`src/rtl/otter_pkg.sv`:
```
// Shared OTTER types: opcodes, the NOP encoding and the fetch-queue entry.
package otter_pkg;

  typedef enum logic [6:0] {
    OP_LUI    = 7'b0110111,
    OP_AUIPC  = 7'b0010111,
    OP_JAL    = 7'b1101111,
    OP_JALR   = 7'b1100111,
    OP_BRANCH = 7'b1100011,
    OP_LOAD   = 7'b0000011,
    OP_STORE  = 7'b0100011,
    OP_IMM    = 7'b0010011,
    OP_REG    = 7'b0110011
  } opcode_t;

  localparam logic [31:0] OTTER_NOP = 32'h0000_0013;

  typedef struct packed {
    logic [31:0] pc;
    logic [31:0] ir;
  } fetch_entry_t;

  function automatic logic [31:0] word_align(input logic [31:0] a);
    return {a[31:2], 2'b00};
  endfunction

endpackage

```
`src/rtl/otter_sync_fifo.sv`:
```
// Generic synchronous FIFO with flush; head is read straight from registered storage.
module otter_sync_fifo #(
  parameter type T     = logic [63:0],
  parameter int  DEPTH = 4
) (
  input  logic                       gclk,
  input  logic                       grst_n,
  input  logic                       push,
  input  logic                       pop,
  input  logic                       flush,
  input  T                           din,
  output T                           head,
  output logic [$clog2(DEPTH+1)-1:0] count,
  output logic                       empty
);
  localparam int CW = $clog2(DEPTH+1);
  localparam int PW = $clog2(DEPTH);

  T              mem [DEPTH];
  logic [PW-1:0] rd_ptr, wr_ptr;
  logic          full, do_push, do_pop;

  assign empty   = (count == '0);
  assign full    = (count == CW'(DEPTH));
  assign do_pop  = pop & ~empty;
  assign do_push = push & (~full | do_pop);
  assign head    = mem[rd_ptr];

  // Pointers wrap at DEPTH, which need not be a power of two.
  function automatic logic [PW-1:0] inc(input logic [PW-1:0] p);
    return (p == PW'(DEPTH-1)) ? '0 : p + 1'b1;
  endfunction

  always_ff @(posedge gclk or negedge grst_n) begin
    if (!grst_n) begin
      rd_ptr <= '0;
      wr_ptr <= '0;
      count  <= '0;
    end else if (flush) begin
      rd_ptr <= '0;
      wr_ptr <= '0;
      count  <= '0;
    end else begin
      if (do_push) wr_ptr <= inc(wr_ptr);
      if (do_pop)  rd_ptr <= inc(rd_ptr);
      if (do_push & ~do_pop)      count <= count + 1'b1;
      else if (do_pop & ~do_push) count <= count - 1'b1;
    end
  end

  always_ff @(posedge gclk) begin
    if (do_push & ~flush) mem[wr_ptr] <= din;
  end

  overflow_chk: assert property (@(posedge gclk) disable iff (!grst_n)
    !(push && full && !pop && !flush));

endmodule

```
`src/rtl/otter_fetch_queue.sv`:
```
// OTTER fetch front end: owns the fetch PC, issues reads with queue credit, buffers {pc, ir} for decode.
module otter_fetch_queue
  import otter_pkg::*;
#(
  parameter int          DEPTH    = 4,
  parameter logic [31:0] RESET_PC = 32'h0,
  parameter int          ADDR_W   = 14
) (
  input  logic                       CLK,
  input  logic                       RESET_N,
  input  logic                       REDIRECT,
  input  logic [31:0]                REDIRECT_PC,
  output logic                       IMEM_RDEN,
  output logic [ADDR_W-1:0]          IMEM_ADDR,
  input  logic [31:0]                IMEM_DOUT,
  output logic                       DE_VALID,
  input  logic                       DE_READY,
  output logic [31:0]                DE_IR,
  output logic [31:0]                DE_PC,
  output logic [$clog2(DEPTH+1)-1:0] QUEUE_COUNT
);
  localparam int CW = $clog2(DEPTH+1);

  logic [31:0]  fetch_pc, inflight_pc;
  logic         inflight, push, pop, empty;
  logic [CW:0]  occ;
  fetch_entry_t head, din;

  // Credit counts the in-flight read but never the same-cycle pop, so
  // DE_READY has no combinational path to IMEM_RDEN.
  assign occ       = {1'b0, QUEUE_COUNT} + (CW+1)'(inflight);
  assign IMEM_RDEN = RESET_N & ~REDIRECT & (occ < (CW+1)'(DEPTH));
  assign IMEM_ADDR = fetch_pc[ADDR_W+1:2];

  always_ff @(posedge CLK or negedge RESET_N) begin
    if (!RESET_N) begin
      fetch_pc    <= RESET_PC;
      inflight    <= 1'b0;
      inflight_pc <= '0;
    end else if (REDIRECT) begin
      fetch_pc <= word_align(REDIRECT_PC);
      inflight <= 1'b0;
    end else begin
      inflight <= IMEM_RDEN;
      if (IMEM_RDEN) begin
        inflight_pc <= fetch_pc;
        fetch_pc    <= fetch_pc + 32'd4;
      end
    end
  end

  // A redirect drops the returning data and any pop in the same cycle.
  assign push   = inflight & ~REDIRECT;
  assign pop    = DE_READY & ~empty & ~REDIRECT;
  assign din.pc = inflight_pc;
  assign din.ir = IMEM_DOUT;

  otter_sync_fifo #(.T(fetch_entry_t), .DEPTH(DEPTH)) u_fifo (
    .gclk   (CLK),
    .grst_n (RESET_N),
    .push   (push),
    .pop    (pop),
    .flush  (REDIRECT),
    .din    (din),
    .head   (head),
    .count  (QUEUE_COUNT),
    .empty  (empty)
  );

  assign DE_VALID = ~empty;
  assign DE_IR    = empty ? OTTER_NOP : head.ir;
  assign DE_PC    = empty ? 32'h0     : head.pc;

endmodule

```
`config.mk`:
```
export PLATFORM = sky130hd
export DESIGN_NAME = otter_fetch_queue
export DESIGN_NICKNAME = d
export VERILOG_FILES = /design/src/rtl/otter_pkg.sv /design/src/rtl/otter_sync_fifo.sv /design/src/rtl/otter_fetch_queue.sv
export SDC_FILE = /design/constraint.sdc
export NUM_CORES = 1
export LEC_CHECK = 0
export CORE_AREA = 2 2 127 191
export CTS_CLUSTER_DIAMETER = 100
export CTS_CLUSTER_SIZE = 10
export DETAILED_ROUTE_END_ITERATION = 10
export DIE_AREA = 0 0 129 193
export HOLD_SLACK_MARGIN = 0.02
export PLACE_DENSITY_LB_ADDON = 0.05
export SLEW_MARGIN = 20
export SYNTH_ARGS = -nofsm -noshare
export SYNTH_HDL_FRONTEND = slang
export SYNTH_SLANG_ARGS = --single-unit
```
`constraint.sdc`:
```
create_clock -name CLK -period 4.3 [get_ports CLK]
set_input_delay 0.645 -clock CLK [delete_from_list [all_inputs] [get_ports CLK]]
set_output_delay 0.645 -clock CLK [all_outputs]
set_load 0.02 [all_outputs]
```
-- After elaboration in Yosys (flattened, before gate mapping)
Memory sizes are Yosys's and may differ from the RTL's.
Cells that the tools add are included.
- register bits after elaboration: 72
- memory bits (writable): 256
- output and inout port bits: 83
- memories kept: 1
- memories (memory ; depth ; width ; rd ports ; clocked after Yosys merged registers in ; wr ports ; RTL line ; RTL):
    u_fifo.mem ; 4 ; 64 ; 1 ; 0 ; 1 ; otter_sync_fifo.sv:19 ; T mem [DEPTH];
- add/sub/neg operators: 6
- order comparisons: 1
- equal/unequal tests: 3
- muxes and demuxes: 16
- bitwise gates (word level): 16
- reductions and logical operators: 6
- operators by type and width (operator ; number):
    2-to-1 mux 32 bit ; 4
    adder 32 x 3 -> 32 bit (second input constant) ; 1
    2-to-1 mux 2 bit ; 6
    bitwise AND 1 bit ; 10
    2-to-1 mux 3 bit ; 3
    nonzero test 2 bit ; 3
    inverter 1 bit ; 5
    adder 2 x 1 -> 2 bit (second input constant) ; 2
    adder 3 x 1 -> 4 bit ; 1
    == test 2 bit (second input constant) ; 2
    < comparator 4 x 3 -> 1 bit (second input constant) ; 1
    adder 3 x 1 -> 3 bit (second input constant) ; 1
    == test 3 bit (second input constant) ; 1
    logical NOT 3 bit ; 1
    2-to-1 mux 1 bit ; 3
    nonzero test 3 bit ; 1
    subtractor 3 x 1 -> 3 bit (second input constant) ; 1
    AND reduction 2 bit ; 1
    OR 1 bit ; 1

-- Longest topological paths before layout
- depth in word-level cells: 12
- depth in mapped cells: 10

-- Hierarchy
A second synthesis with hierarchy kept.
- cells, all modules: 818
- area total of the unflattened synthesis: 13285.2 um2
- modules (own cells, without submodules) (module ; instances ; cells each ; area each (um2)):
    otter_sync_fifo ; 1 ; 392 ; 9763.1
    otter_fetch_queue ; 1 ; 426 ; 3522.1

-- Worst setup path after synthesis
No wires, ideal clock.
- kind: input to register
- start: input port REDIRECT
- end: memory u_fifo.mem[0][0] in the netlist's numbering (enable)
- arrival: 2.910 ns
- data required time: 3.874 ns
- path slack: 0.964 ns
- cell stages on the path: 3
- path buffers: 1
- cell sequence: clkbuf_1 > a311oi_1 > and2_1
- word-level cells in the longest chain between the ends: 8
- elaborated cells between the ends (all ways): 9
- ends and longest elaborated chain (what ; RTL line ; RTL):
    from (decl) ; otter_fetch_queue.sv:11 ; input logic REDIRECT,
    inverter 1 bit (no line) * ; n/a ;
    bitwise AND 1 bit ; otter_fetch_queue.sv:54 ; assign pop = DE_READY & ~empty & ~REDIRECT;
    bitwise AND 1 bit ; otter_sync_fifo.sv:25 ; assign do_pop = pop & ~empty;
    OR 1 bit ; otter_sync_fifo.sv:26 ; assign do_push = push & (~full | do_pop);
    bitwise AND 1 bit ; otter_sync_fifo.sv:26 ;
    bitwise AND 1 bit * ; otter_sync_fifo.sv:52 ; if (do_push & ~flush) mem[wr_ptr] <= din;
    2-to-1 mux 1 bit * ; otter_sync_fifo.sv:52 ;
    2-to-1 mux 1 bit (not written as such) * ; otter_sync_fifo.sv:52 ;
    to (decl) ; otter_sync_fifo.sv:19 ;
Every way passes the cells marked *; elsewhere a longest branch is shown, timed or not.

-- Worst setup path in the final report
- start: register u_fifo.rd_ptr[0]
- end: output port DE_PC[18]
- word-level cells in the longest chain between the ends: 2
- ends and longest elaborated chain (what ; RTL line ; RTL):
    from (decl) ; otter_sync_fifo.sv:20 ; logic [PW-1:0] rd_ptr, wr_ptr;
    from (signal assigned) ; otter_sync_fifo.sv:45 ; if (do_pop) rd_ptr <= inc(rd_ptr);
    memory read (4 x 64 bit) ; n/a ;
    2-to-1 mux 32 bit ; otter_fetch_queue.sv:72 ; assign DE_PC = empty ? 32'h0 : head.pc;
    to (decl) ; otter_fetch_queue.sv:19 ; output logic [31:0] DE_PC,
No other way between the ends.

==> metrics.txt <==
Comb power frac 23.4%; hold buffer count at cts 0; clk_lat worst skew 0.50 ns; internal power 6390 uW; Post-synth EDFFs 248; Final period util 83.1%; max_cap viols 0; CTS Sinks 316; Hold Crit Class in -> async; Rows 69; final WL 25900 um; Worst R2R Setup Slack 1.41 ns; vias in the first global route 7766; fmax 280 MHz; IO Count 151; critical path launch point type flop; first-pass GRT wire length 40900 um; cts repair resizes 0; GPL Wtd Cong 0.887; WP data required 3.65 ns; worst r2r src u_fifo.count[2]$_DFFE_PN0P_; RR Endpoint u_fifo.count[2]$_DFFE_PN0P_; DR vias/cell 5.71; TritonCTS clock tree yes; Buffers on Ports 146; Avg Cell Area, Syn 16.2 um2; clock period minus worst slack 3.57 ns; gr ovfl total 0; P_leak 0.00547 uW; status completed; main flop type after synthesis edfxtp_1; number of filler cells placed in the layout 1622; fin worst setup slack 0.725 ns; Worst Setup End Kind primary output; share of power burned in the clock network 32.5%; Sequential Power Share 44.1%; Worst Path Arrival 2.93 ns; CTS H-tree lvls 2; # diodes 0; power per cell area 557 nW/um2; distinct cell type count after synthesis 56; Syn Inst Count 795; Final HPWL DP 15800 um; sw frac 27.2%; Net Switching 2390 uW; worst vdd ir 0.000398 V; initial drt markers 543; yosys warns 0; DIE WIDTH 129 um; worst slew pin tran 0.996 ns; Starting Density 55.0%; Pre-antenna DRT Iters 6; clock skew 0.0161 ns; Total GRT Usage 21.2%; DRC violations left 0; Clock Path Buffers 3; RSZ-0062 raised after global routing false; Chip Height 193 um; core area 23400 um2; most frequent cells in the layout edfxtp_1 (248), clkdlybuf4s50_1 (145), nand2_1 (112); DRT antenna net count 0; area grow syn2layout 22.4%; Post-CTS Setup Repair Bufs 0; Max-slew headroom 33.6%; Final TNS setup 0 ns; Final nets 1015; largest net degree at the start of global routing 63; Synth async-reset ratio 21.5%; final setup violation count 0; Wirelength per Cell 20.1 um; Worst Path Max Fanout 32; Hold Vio Cnt, Final 0; pre-CTS WS 1.11 ns; Clock Root Buffer clkbuf_16; crit path kind reg -> out; synthesized flop and latch total 316; worst hold slack 0.0406 ns; Die Area 24900 um2; initial antenna violation count 0; commonest non-fill, non-tap cell in the layout edfxtp_1; fin. max-slew vios 0; Clock transition at path regs 0.05 ns; layout cell share with drive strength beyond 1 13.9%; R2R cell count 10; via count 7349; post-synthesis sequential area ratio 71.1%; Num CTS Buffers 37; area of the mapped netlist 12900 um2
worst max-delay path: stages (launching register included):
cell and delay [ns]:
dfrtp_4 0.87, buf_12 0.30, mux4_2 0.53, and2_1 0.17, clkdlybuf4s50_1 0.55
flip-flops by register name (all words and copies together) (netlist names):
signal         flops
fetch_pc          30
inflight           1
u_fifo.mem       248
u_fifo.wr_ptr      2
u_fifo.count       3
inflight_pc       30
u_fifo.rd_ptr      2
cell families (layout without fill, tap and decap cells):
logic type      Yosys count  count (layout)  synth area share, %
compound gates           75              75                 4.11
flops                   316             316                 71.1
simple gates            260             260                 10.3
xor+xnor                  3               3                0.204
other cells               1               2               0.0291
mux                      63              63                 10.9
buf+inv                  70             242                 2.60
fa+ha+maj                 7               7                0.739
power by group through the flow:
stage / clock, uW / sequential, uW / combinational (uW)
3_3_place_gp: 0 / 3910 / 2050
6_report: 2850 / 3870 / 2050
3_5_place_dp: 0 / 3930 / 2080
5_1_grt: 3040 / 3910 / 2210
2_1_floorplan: 0 / 3810 / 1260
4_1_cts: 2900 / 3870 / 2090
per-stage QoR:
step / std cells / util, % / power (uW) / cell area [um2]
after floorplan: 796 / - / 5060 / 12900
after global placement: 1220 / 62.6 / 5960 / 14600
after detailed placement: 1220 / 62.6 / 6020 / 14600
after CTS: 1287 / 67.3 / 8860 / 15800
after global routing: 1287 / 67.3 / 9160 / 15800
final: 1287 / 67.3 / 8770 / 15800
layout make-up:
cell class                 instances  area [um2]  share of cell area [%]
clock buffer                      65        1070                    6.81
multi-input combinational        410        3400                    21.6
timing repair buffer             158        1620                    10.3
inverter                          17        63.8                   0.405
sequential                       316        9150                    58.1
tap                              319         399                    2.53
clock inverter                     2        38.8                   0.246
cells in the mapped netlist, drive strengths merged (2+ instances only):
master	n	area [um2]
a21o	2	15.0
a21oi	7	35.0
a221o	6	61.3
a22oi	4	30.0
a311oi	2	17.5
a31o	3	26.3
a31oi	3	18.8
a32oi	2	17.5
and2	66	413
and3	8	52.6
buf	28	176
clkbuf	25	93.8
dfrtp	68	1700
edfxtp	248	7450
ha	6	75.1
inv	17	63.8
mux4	62	1400
nand2	112	420
nand2b	3	18.8
nand3	23	128
nand4	7	58.8
nor2	16	60.1
nor3	5	25.0
nor3b	2	15.0
nor4	6	52.6
o211ai	6	45.0
o21ai	22	110
o311ai	9	78.8
o31ai	4	30.0
or2	4	25.0
or4	2	15.0
xor2	2	17.5
worst max path at each step:
stage | start | to | slack, ns | cells after the start
2_1_floorplan | REDIRECT | u_fifo.mem[0][0]$_DFFE_PP_ | 0.96 | 3
3_3_place_gp | REDIRECT | IMEM_RDEN | 1.13 | 5
3_5_place_dp | REDIRECT | IMEM_RDEN | 1.11 | 5
4_1_cts | u_fifo.rd_ptr[0]$_DFFE_PN0P_ | DE_PC[12] | 0.63 | 4
5_1_grt | u_fifo.rd_ptr[0]$_DFFE_PN0P_ | DE_PC[12] | 0.54 | 4
6_report | u_fifo.rd_ptr[0]$_DFFE_PN0P_ | DE_PC[18] | 0.73 | 4
layer usage:
layer / track usage (%) / vias up / share of wire (%)
met1: 27.6 / 3738 / 40
met2: 37.0 / 238 / 53
met4: 6.77 / 0 / 2.1
li1: - / 3326 / -
met5: 0 / - / 0
met3: 3.01 / 47 / 5.0
(Power assumes the default switching activity.)
